<file path="config.mk">
export PLATFORM = sky130hd
export DESIGN_NAME = const_run_sequencer_flat
export DESIGN_NICKNAME = d
export VERILOG_FILES = /design/src/rtl/const_run_sequencer_pkg.sv /design/src/rtl/const_run_sequencer_if.sv /design/src/rtl/const_word_buf.sv /design/src/rtl/const_run_sequencer.sv /design/src/flat_wrapper.sv
export SDC_FILE = /design/constraint.sdc
export NUM_CORES = 1
export LEC_CHECK = 0
export BUFFER_PORTS_ARGS = -buffer_cell sky130_fd_sc_hd__buf_2
export CORE_MARGIN = 8
export CORE_UTILIZATION = 44
export DETAILED_ROUTE_END_ITERATION = 8
export PLACE_DENSITY_LB_ADDON = 0.2
export REMOVE_ABC_BUFFERS = 1
export SLEW_MARGIN = 10
export SYNTH_ARGS = -nofsm -noshare
export SYNTH_HDL_FRONTEND = slang
export SYNTH_SLANG_ARGS = --single-unit
</file>
<file path="constraint.sdc">
create_clock -name clk -period 2.89 [get_ports clk]
set_input_delay 0.867 -clock clk [delete_from_list [all_inputs] [get_ports clk]]
set_output_delay 0.867 -clock clk [all_outputs]
set_load 0.03 [all_outputs]
</file>
<file path="src/rtl/const_run_sequencer_pkg.sv">
// Shared state encoding and helpers for the constants-unit run sequencer.
package const_run_sequencer_pkg;

    localparam int unsigned MEM_WORDS = 32;

    typedef enum logic [2:0] {
        ST_IDLE = 3'd0,
        ST_LOAD = 3'd1,
        ST_RUN  = 3'd2,
        ST_WAIT = 3'd3,
        ST_FIN  = 3'd4
    } state_e;

    function automatic int unsigned clamp_len(input int unsigned len);
        return (len > MEM_WORDS) ? MEM_WORDS : len;
    endfunction

endpackage

</file>
<file path="src/rtl/const_run_sequencer_if.sv">
// Stream feed and unit-side memory-mapped/run signals of the run sequencer.
interface const_run_sequencer_if #(
    parameter int ADDR_W = 10,
    parameter int DATA_W = 32
);
    logic                  s_valid;
    logic [DATA_W-1:0]     s_data;
    logic                  s_ready;
    logic                  unit_valid;
    logic [ADDR_W-1:0]     unit_addr;
    logic [DATA_W/8-1:0]   unit_wstrb;
    logic [DATA_W-1:0]     unit_wdata;
    logic                  unit_ready;
    logic                  unit_run;
    logic                  unit_done;

    modport master (
        input  s_valid, s_data, unit_ready, unit_done,
        output s_ready, unit_valid, unit_addr, unit_wstrb, unit_wdata, unit_run
    );

    modport slave (
        output s_valid, s_data, unit_ready, unit_done,
        input  s_ready, unit_valid, unit_addr, unit_wstrb, unit_wdata, unit_run
    );
endinterface

</file>
<file path="src/rtl/const_word_buf.sv">
// One-entry buffer between the constant stream and the unit write port.
// A new word is accepted in the same cycle the held word drains.
module const_word_buf #(
    parameter int DATA_W = 32
) (
    input  logic              clk,
    input  logic              rst,
    input  logic              flush,
    input  logic              in_valid,
    input  logic [DATA_W-1:0] in_data,
    output logic              in_ready,
    output logic              out_valid,
    output logic [DATA_W-1:0] out_data,
    input  logic              out_ready
);
    logic              full_q, full_d;
    logic [DATA_W-1:0] data_q, data_d;

    assign in_ready  = !full_q || out_ready;
    assign out_valid = full_q;
    assign out_data  = data_q;

    always_comb begin
        full_d = full_q;
        data_d = data_q;
        if (full_q && out_ready) full_d = 1'b0;
        if (in_valid && in_ready) begin
            full_d = 1'b1;
            data_d = in_data;
        end
        if (flush) full_d = 1'b0;
    end

    always_ff @(posedge clk) begin
        if (rst) begin
            full_q <= 1'b0;
            data_q <= '0;
        end else begin
            full_q <= full_d;
            data_q <= data_d;
        end
    end
endmodule

</file>
<file path="src/rtl/const_run_sequencer.sv">
// Loads constant words into a Versat constants unit, then issues run pulses
// and waits for done after each, with a watchdog against a hung unit.
//   state | meaning
//   IDLE  | waiting for start
//   LOAD  | streaming words into unit memory
//   RUN   | one-cycle run pulse
//   WAIT  | waiting for unit done
//   FIN   | one-cycle finished pulse
module const_run_sequencer
    import const_run_sequencer_pkg::*;
#(
    parameter int ADDR_W = 10,
    parameter int DATA_W = 32,
    parameter int LEN_W  = 6,
    parameter int RUNS_W = 8,
    parameter int WDOG_W = 12
) (
    input  logic                        clk,
    input  logic                        rst,
    input  logic                        start,
    input  logic [ADDR_W-1:0]           cfg_base,
    input  logic [LEN_W-1:0]            cfg_len,
    input  logic [RUNS_W-1:0]           cfg_runs,
    input  logic                        abort,
    const_run_sequencer_if.master       bus,
    output logic                        busy,
    output logic                        finished,
    output logic                        err,
    output logic [RUNS_W-1:0]           runs_done
);
    state_e              state_q, state_d;
    logic [ADDR_W-1:0]   base_q, base_d;
    logic [LEN_W-1:0]    len_q, len_d, len_c;
    logic [RUNS_W-1:0]   runs_q, runs_d;
    logic [LEN_W-1:0]    taken_q, taken_d;
    logic [LEN_W-1:0]    widx_q, widx_d;
    logic [RUNS_W-1:0]   runs_done_q, runs_done_d;
    logic [WDOG_W-1:0]   wdog_q, wdog_d, wdog_inc;
    logic                err_q, err_d;
    logic                flush, load_more, hs, wdog_stall;
    logic                buf_in_ready, buf_valid;
    logic [DATA_W-1:0]   buf_data;

    const_word_buf #(.DATA_W(DATA_W)) u_buf (
        .clk       (clk),
        .rst       (rst),
        .flush     (flush),
        .in_valid  (bus.s_valid && load_more),
        .in_data   (bus.s_data),
        .in_ready  (buf_in_ready),
        .out_valid (buf_valid),
        .out_data  (buf_data),
        .out_ready (bus.unit_ready)
    );

    assign len_c          = LEN_W'(clamp_len(32'(cfg_len)));
    assign load_more      = (state_q == ST_LOAD) && (taken_q < len_q);
    assign bus.s_ready    = load_more && buf_in_ready;
    assign bus.unit_valid = buf_valid;
    assign bus.unit_addr  = buf_valid ? base_q + ADDR_W'(widx_q) : '0;
    assign bus.unit_wstrb = {(DATA_W/8){buf_valid}};
    assign bus.unit_wdata = buf_valid ? buf_data : '0;
    assign bus.unit_run   = (state_q == ST_RUN);
    assign busy           = (state_q != ST_IDLE);
    assign finished       = (state_q == ST_FIN);
    assign err            = err_q;
    assign runs_done      = runs_done_q;

    assign hs         = buf_valid && bus.unit_ready;
    assign wdog_stall = ((state_q == ST_LOAD) && buf_valid && !bus.unit_ready) || (state_q == ST_WAIT);
    assign wdog_inc   = wdog_q + 1'b1;

    always_comb begin
        state_d     = state_q;
        base_d      = base_q;
        len_d       = len_q;
        runs_d      = runs_q;
        taken_d     = taken_q;
        widx_d      = widx_q;
        runs_done_d = runs_done_q;
        err_d       = err_q;
        flush       = 1'b0;
        wdog_d      = wdog_q;

        if (bus.s_valid && bus.s_ready) taken_d = taken_q + 1'b1;
        if (hs) widx_d = widx_q + 1'b1;
        if (hs) wdog_d = '0;
        else if (wdog_stall) wdog_d = wdog_inc;

        case (state_q)
            ST_IDLE: begin
                if (start) begin
                    base_d      = cfg_base;
                    len_d       = len_c;
                    runs_d      = cfg_runs;
                    taken_d     = '0;
                    widx_d      = '0;
                    runs_done_d = '0;
                    err_d       = 1'b0;
                    if (len_c != '0)         state_d = ST_LOAD;
                    else if (cfg_runs != '0) state_d = ST_RUN;
                    else                     state_d = ST_FIN;
                end
            end
            ST_LOAD: begin
                if (hs && (widx_q + 1'b1 == len_q)) begin
                    state_d = (runs_q != '0) ? ST_RUN : ST_FIN;
                end else if (wdog_stall && (&wdog_inc)) begin
                    state_d = ST_IDLE;
                    err_d   = 1'b1;
                    flush   = 1'b1;
                end
            end
            ST_RUN: state_d = ST_WAIT;
            ST_WAIT: begin
                // wdog_q is zero only in the first WAIT cycle, where done is not trusted yet
                if ((wdog_q != '0) && bus.unit_done) begin
                    runs_done_d = runs_done_q + 1'b1;
                    state_d     = (runs_done_q + 1'b1 == runs_q) ? ST_FIN : ST_RUN;
                end else if (&wdog_inc) begin
                    state_d = ST_IDLE;
                    err_d   = 1'b1;
                end
            end
            ST_FIN:  state_d = ST_IDLE;
            default: state_d = ST_IDLE;
        endcase

        if (abort && (state_q != ST_IDLE)) begin
            state_d     = ST_IDLE;
            err_d       = 1'b1;
            flush       = 1'b1;
            widx_d      = widx_q;
            taken_d     = taken_q;
            runs_done_d = runs_done_q;
        end

        if (state_d != state_q) wdog_d = '0;
    end

    always_ff @(posedge clk) begin
        if (rst) begin
            state_q     <= ST_IDLE;
            base_q      <= '0;
            len_q       <= '0;
            runs_q      <= '0;
            taken_q     <= '0;
            widx_q      <= '0;
            runs_done_q <= '0;
            wdog_q      <= '0;
            err_q       <= 1'b0;
        end else begin
            state_q     <= state_d;
            base_q      <= base_d;
            len_q       <= len_d;
            runs_q      <= runs_d;
            taken_q     <= taken_d;
            widx_q      <= widx_d;
            runs_done_q <= runs_done_d;
            wdog_q      <= wdog_d;
            err_q       <= err_d;
        end
    end
endmodule

</file>
<file path="src/flat_wrapper.sv">
// flat-port wrapper written by rule: the top's interface ports become plain ports
module const_run_sequencer_flat import const_run_sequencer_pkg::*;
#(
    parameter int ADDR_W = 10,
    parameter int DATA_W = 32,
    parameter int LEN_W  = 6,
    parameter int RUNS_W = 8,
    parameter int WDOG_W = 12
)
  (clk, rst, start, cfg_base, cfg_len, cfg_runs, abort, busy, finished, err, runs_done, bus_s_valid, bus_s_data, bus_unit_ready, bus_unit_done, bus_s_ready, bus_unit_valid, bus_unit_addr, bus_unit_wstrb, bus_unit_wdata, bus_unit_run);
  const_run_sequencer_if #(.ADDR_W(ADDR_W), .DATA_W(DATA_W)) bus_i ();
  input  logic clk;
  input  logic rst;
  input  logic start;
  input  logic [ADDR_W-1:0] cfg_base;
  input  logic [LEN_W-1:0] cfg_len;
  input  logic [RUNS_W-1:0] cfg_runs;
  input  logic abort;
  output logic busy;
  output logic finished;
  output logic err;
  output logic [RUNS_W-1:0] runs_done;
  input wire logic [$bits(bus_i.s_valid)-1:0] bus_s_valid;
  input wire logic [$bits(bus_i.s_data)-1:0] bus_s_data;
  input wire logic [$bits(bus_i.unit_ready)-1:0] bus_unit_ready;
  input wire logic [$bits(bus_i.unit_done)-1:0] bus_unit_done;
  output wire logic [$bits(bus_i.s_ready)-1:0] bus_s_ready;
  output wire logic [$bits(bus_i.unit_valid)-1:0] bus_unit_valid;
  output wire logic [$bits(bus_i.unit_addr)-1:0] bus_unit_addr;
  output wire logic [$bits(bus_i.unit_wstrb)-1:0] bus_unit_wstrb;
  output wire logic [$bits(bus_i.unit_wdata)-1:0] bus_unit_wdata;
  output wire logic [$bits(bus_i.unit_run)-1:0] bus_unit_run;
  assign bus_i.s_valid = bus_s_valid;
  assign bus_i.s_data = bus_s_data;
  assign bus_i.unit_ready = bus_unit_ready;
  assign bus_i.unit_done = bus_unit_done;
  assign bus_s_ready = bus_i.s_ready;
  assign bus_unit_valid = bus_i.unit_valid;
  assign bus_unit_addr = bus_i.unit_addr;
  assign bus_unit_wstrb = bus_i.unit_wstrb;
  assign bus_unit_wdata = bus_i.unit_wdata;
  assign bus_unit_run = bus_i.unit_run;
  const_run_sequencer #(.ADDR_W(ADDR_W), .DATA_W(DATA_W), .LEN_W(LEN_W), .RUNS_W(RUNS_W), .WDOG_W(WDOG_W)) u_core (.clk(clk), .rst(rst), .start(start), .cfg_base(cfg_base), .cfg_len(cfg_len), .cfg_runs(cfg_runs), .abort(abort), .bus(bus_i), .busy(busy), .finished(finished), .err(err), .runs_done(runs_done));
endmodule
</file>
After elaboration in Yosys (flattened, before gate mapping)
Index checks and enable logic that the tools add are counted.
- flip-flop bits (word level): 93
- bits of input ports: 63
- output and inout bits: 60
- logic and storage cells: 100
- add/sub/neg operators: 5
- order comparisons: 2
- equality and inequality tests: 14
- muxes and demuxes: 36
- bitwise gates (word level): 1
- reduce and logical (&&, ||, !) cells: 31
- operators with widths (kind ; count):
    6-bit two-way mux ; 7
    32-bit two-way mux ; 1
    3-bit two-way mux ; 10
    8-bit two-way mux ; 2
    8-bit one-hot mux with 2 select lines ; 1
    8-bit nonzero test ; 2
    12-bit by 1-bit adder with 12-bit output (second input constant) ; 1
    6-bit by 1-bit adder with 6-bit output (second input constant) ; 2
    1-bit logical AND ; 12
    1-bit two-way mux ; 12
    3-bit inequality test (second input constant) ; 4
    3-bit one-hot mux with 4 select lines ; 1
    12-bit AND reduction ; 1
    12-bit nonzero test ; 1
    10-bit by 6-bit adder with 10-bit output ; 1
    10-bit two-way mux ; 1
    8-bit by 1-bit adder with 8-bit output (second input constant) ; 1
    8-bit == test ; 1
    3-bit by 2-bit == test with 1-bit output (second input constant) ; 2
    6-bit == test ; 1
    6-bit > comparator (second input constant) ; 1
    6-bit less-than comparator ; 1
    6-bit AND reduction ; 1
    6-bit nonzero test ; 1
    17 further kinds ; 21

Longest topological paths before layout
- depth after elaboration: 11
- mapped depth: 11
- gate-level depth less buffers: 9

Hierarchy
Synthesis repeated with hierarchy kept, for this count alone.
- cell total of the unflattened synthesis: 691
- area, all modules: 5693.0 µm²
- modules (own cells, without submodules) (module ; instances ; cells an instance ; area an instance (µm²) ; sequential area each (µm²)):
    const_run_sequencer ; 1 ; 540 ; 4155.2 ; 1201.2
    const_word_buf ; 1 ; 151 ; 1537.7 ; 660.6

Least setup slack after synthesis
OpenSTA, ideal clock, no wires.
- kind: reg2out
- from: reg u_core.widx_q[0]
- to: out bus_unit_addr[8]
- arrival time: 2.439 ns
- slack: -0.416 ns
- cell stages (with the launch flop): 9
- buffers on the path: 0
- cell sequence: dfxtp_1 > ha_1 > fa_1 > a21o_1 > a21oi_1 > o21bai_1 > a21oi_1 > o21ai_0 > a21boi_0
- word-level cells in the longest chain between the ends: 2
- RTL lines (element ; line ; text):
    start, declared ; const_run_sequencer.sv:36 ; logic [LEN_W-1:0] widx_q, widx_d;
    start signal, assigned ; const_run_sequencer.sv:158 ; widx_q <= widx_d;
    10-bit by 6-bit adder with 10-bit output ; const_run_sequencer.sv:60 ; assign bus.unit_addr = buf_valid ? base_q + ADDR_W'(widx_q) : '0;
    10-bit two-way mux ; const_run_sequencer.sv:60 ;
    end, declared ; flat_wrapper.sv:29 ; output wire logic [$bits(bus_i.unit_addr)-1:0] bus_unit_addr;
Every way passes these cells.

Final worst setup path
- from: reg u_core.widx_q[1]
- to: out bus_unit_addr[6]
Same word-level chain as after synthesis.

==> summary.txt <==
HP Class -> reg2reg
Required @ worst endpoint -> 2.02 ns
cells after synthesis -> 660
Sequential Area -> 0.00187 mm2
Top Ports -> 123
Crit. End Element -> output port
Max clock buf depth -> 2
Vias -> 5,064
root buf cell -> clkbuf_16
pwr dens -> 421 mW/mm2
Buffers & Inverters on Critical Path -> 2
Final Hold Vio Count -> 0
Max transition margin -> 0.561
Area Overhead vs Synth -> 22.9%
final worst slack -> -0.216 ns
clk slew on worst S/H paths -> 0.07 ns
Crit Path Class -> reg2out
worst path arrival time -> 2.24 ns
f_max -> 0.322 GHz
routability congestion estimate -> 0.831
Max Cap Viol -> 0
Multi-input gate area -> 0.00339 mm2
final max-slew violation count -> 0
status -> finished, violations left
ANT cells -> 0
worst skew pair latency -> 0.35 ns
Setup crit start kind -> flop
Total GRT Usage -> 0.183
cts bufs inserted -> 9
Iter 0 DRT Violations -> 303
DRC -> 0
Slew @ Worst Pin -> 0.658 ns
VDD IR max -> 0.272 mV
Sink Count -> 93
# setup viols final -> 6
RSZ-0062 raised after global routing -> true
DP HPWL -> 10.9 mm
first-pass GRT wire length -> 24.3 mm
CTS tree -> built
Yosys cell types -> 65
worst-path fanout max -> 3
die height -> 127 um
wire per inst -> 15.6 um
core box area -> 0.0121 mm2
vias per cell -> 5.31
gr ovfl total -> 0
CP cell instances -> buf_12 > fa_2 > a21o_1 > a21oi_2 > o21bai_1 > a21oi_2 > xnor2_1 > and2_1 > buf_6
die width -> 127 um
Final nets -> 862
htree depth -> 3
Die Area -> 0.0162 mm2
vias in the first global route -> 5,066
PortBufs -> 122
failing checks -> negative setup slack
leakage -> 0.00284 uW
CP max-delay cell -> fa_2
fin cells -> 954
post-layout min period -> 3.11 ns
# fillers -> 1,163
crit share post-route -> 1.07
cell mode on critical path -> a21oi_2
syn_area_per_cell -> 8.27 um2
final WL -> 14.9 mm
initial antenna violation count -> 0
setup_tns -> -0.759 ns
Placed Instances -> 934
Yosys reg bits -> 93
fraction of registers with async set/reset -> 0
CP top delay family -> compound AO/OA/AOI/OAI gates
fraction of the yosys area taken by sequential cells -> 0.341
Starting Density -> 0.453
Clock Skew -> 0.0114 ns
row count -> 40
Detail Route Antenna Nets -> 0
CP peak stage delay -> 0.38 ns
WHS -> 0.465 ns
Primary FF master, synth -> dfxtp_1
largest net degree at the start of global routing -> 61
share of cells above drive strength 1 -> 0.258
First-pass DRT Iterations -> 5
yosys warns -> 0
Netlist Area Pre-Place -> 0.00546 mm2
hold_buf cts -> 0
EDFF count, synth -> 0
path summary, 6_finish.rpt:
| check | from | to | slack, ns | depth (start not counted) |
|---|---|---|---|---|
| min | u_core.err | u_core.err | 0.47 | 2 |
| max reg2reg | u_core.widx_q[1] | u_core.wdog_q[7] | 0.12 | 10 |
| min reg2reg | u_core.err | u_core.err | 0.47 | 2 |
| max | u_core.widx_q[1] | bus_unit_addr[6] | -0.22 | 9 |
through the flow:
step / power, uW / area (um2) / util / worst slack [ns]
after floorplan: 1570 / 5250 / - / -0.774
after global placement: 1710 / 6290 / 0.521 / -0.0624
after detailed placement: 1720 / 6290 / 0.521 / -0.0732
after CTS: 2850 / 6690 / 0.554 / -0.211
after global routing: 2940 / 6710 / 0.556 / -0.293
final: 2820 / 6710 / 0.556 / -0.216
timing repair:
item	CTS	global route
gates resized for setup	26	8
setup buffers	4	0
endpoints found under the setup margin	6	20
pin swaps	12	3
placed cells by master (no fill, tap or decap), drive strengths merged, types with 5 or more instances in the layout:
cell type and instances:
or3 8, nand3b 9, a211oi 6, nor2b 8
nor2 72, o21ai 19, and4b 12, ha 17
nand3 17, nand4 10, nor4b 5, and2 43
inv 18, nor4 11, a21oi 50, nand2b 6
clkbuf 11, nor3 13, dfxtp 93, xor2 16
xnor2 23, buf 152, mux2i 33, nand2 72
flip-flops by register name, indices dropped and copies added, names as in the netlist, 6 cells and up:
name	flops
u_core.base_q	10
u_core.len_q	6
u_core.runs_done	8
u_core.runs_q	8
u_core.taken_q	6
u_core.u_buf.out_data	32
u_core.wdog_q	12
u_core.widx_q	6
report_power, final:
part | leakage [uW] | total [uW] | switching (uW) | internal, uW
clock network | 0.000129 | 1130 | 539 | 590
registers | 0.000756 | 1350 | 34.7 | 1320
logic | 0.00195 | 339 | 199 | 140
cell usage after synthesis (17+ instances only):
master / n / share of area
nand2_1: 72 / 0.050
o21ai_0: 19 / 0.017
xnor2_1: 23 / 0.037
clkbuf_1: 29 / 0.020
nor2_1: 71 / 0.049
dfxtp_1: 93 / 0.34
ha_1: 17 / 0.039
mux2i_1: 33 / 0.061
nand3_1: 17 / 0.016
and2_1: 43 / 0.049
a21oi_1: 49 / 0.045
area by class of cell:
type                            count  share of cell area
Multi-Input combinational cell    508               0.505
Sequential cell                    93               0.279
Timing Repair Buffer              153               0.134
Clock buffer                       10              0.0341
Tap cell                          168              0.0313
Inverter                           16             0.00895
Clock inverter                      6             0.00690
routing by layer:
metal	track usage	share of wire	wire length [um]
met1	0.206	0.42	6270
met2	0.316	0.48	7180
met4	0.0672	0.015	221
met5	0	0	0
met3	0.0582	0.079	1180
worst reg2reg max path, cell delays in order (launching register included):
cell       delay (ns)
dfxtp_4          0.36
buf_12           0.12
buf_4            0.14
ha_1             0.31
xor2_1           0.16
or4_4            0.52
o311ai_1         0.36
a211oi_1         0.10
o2111ai_2        0.20
buf_4            0.19
and4b_1          0.21
cell families after synthesis:
| kind of cell | share of synthesized area |
|---|---|
| compound gates | 0.132 |
| mux | 0.0605 |
| simple gates | 0.312 |
| flops | 0.341 |
| xor+xnor | 0.0626 |
| buf+inv | 0.0497 |
| fa+ha+maj | 0.0426 |
(Power assumes the default switching activity.)
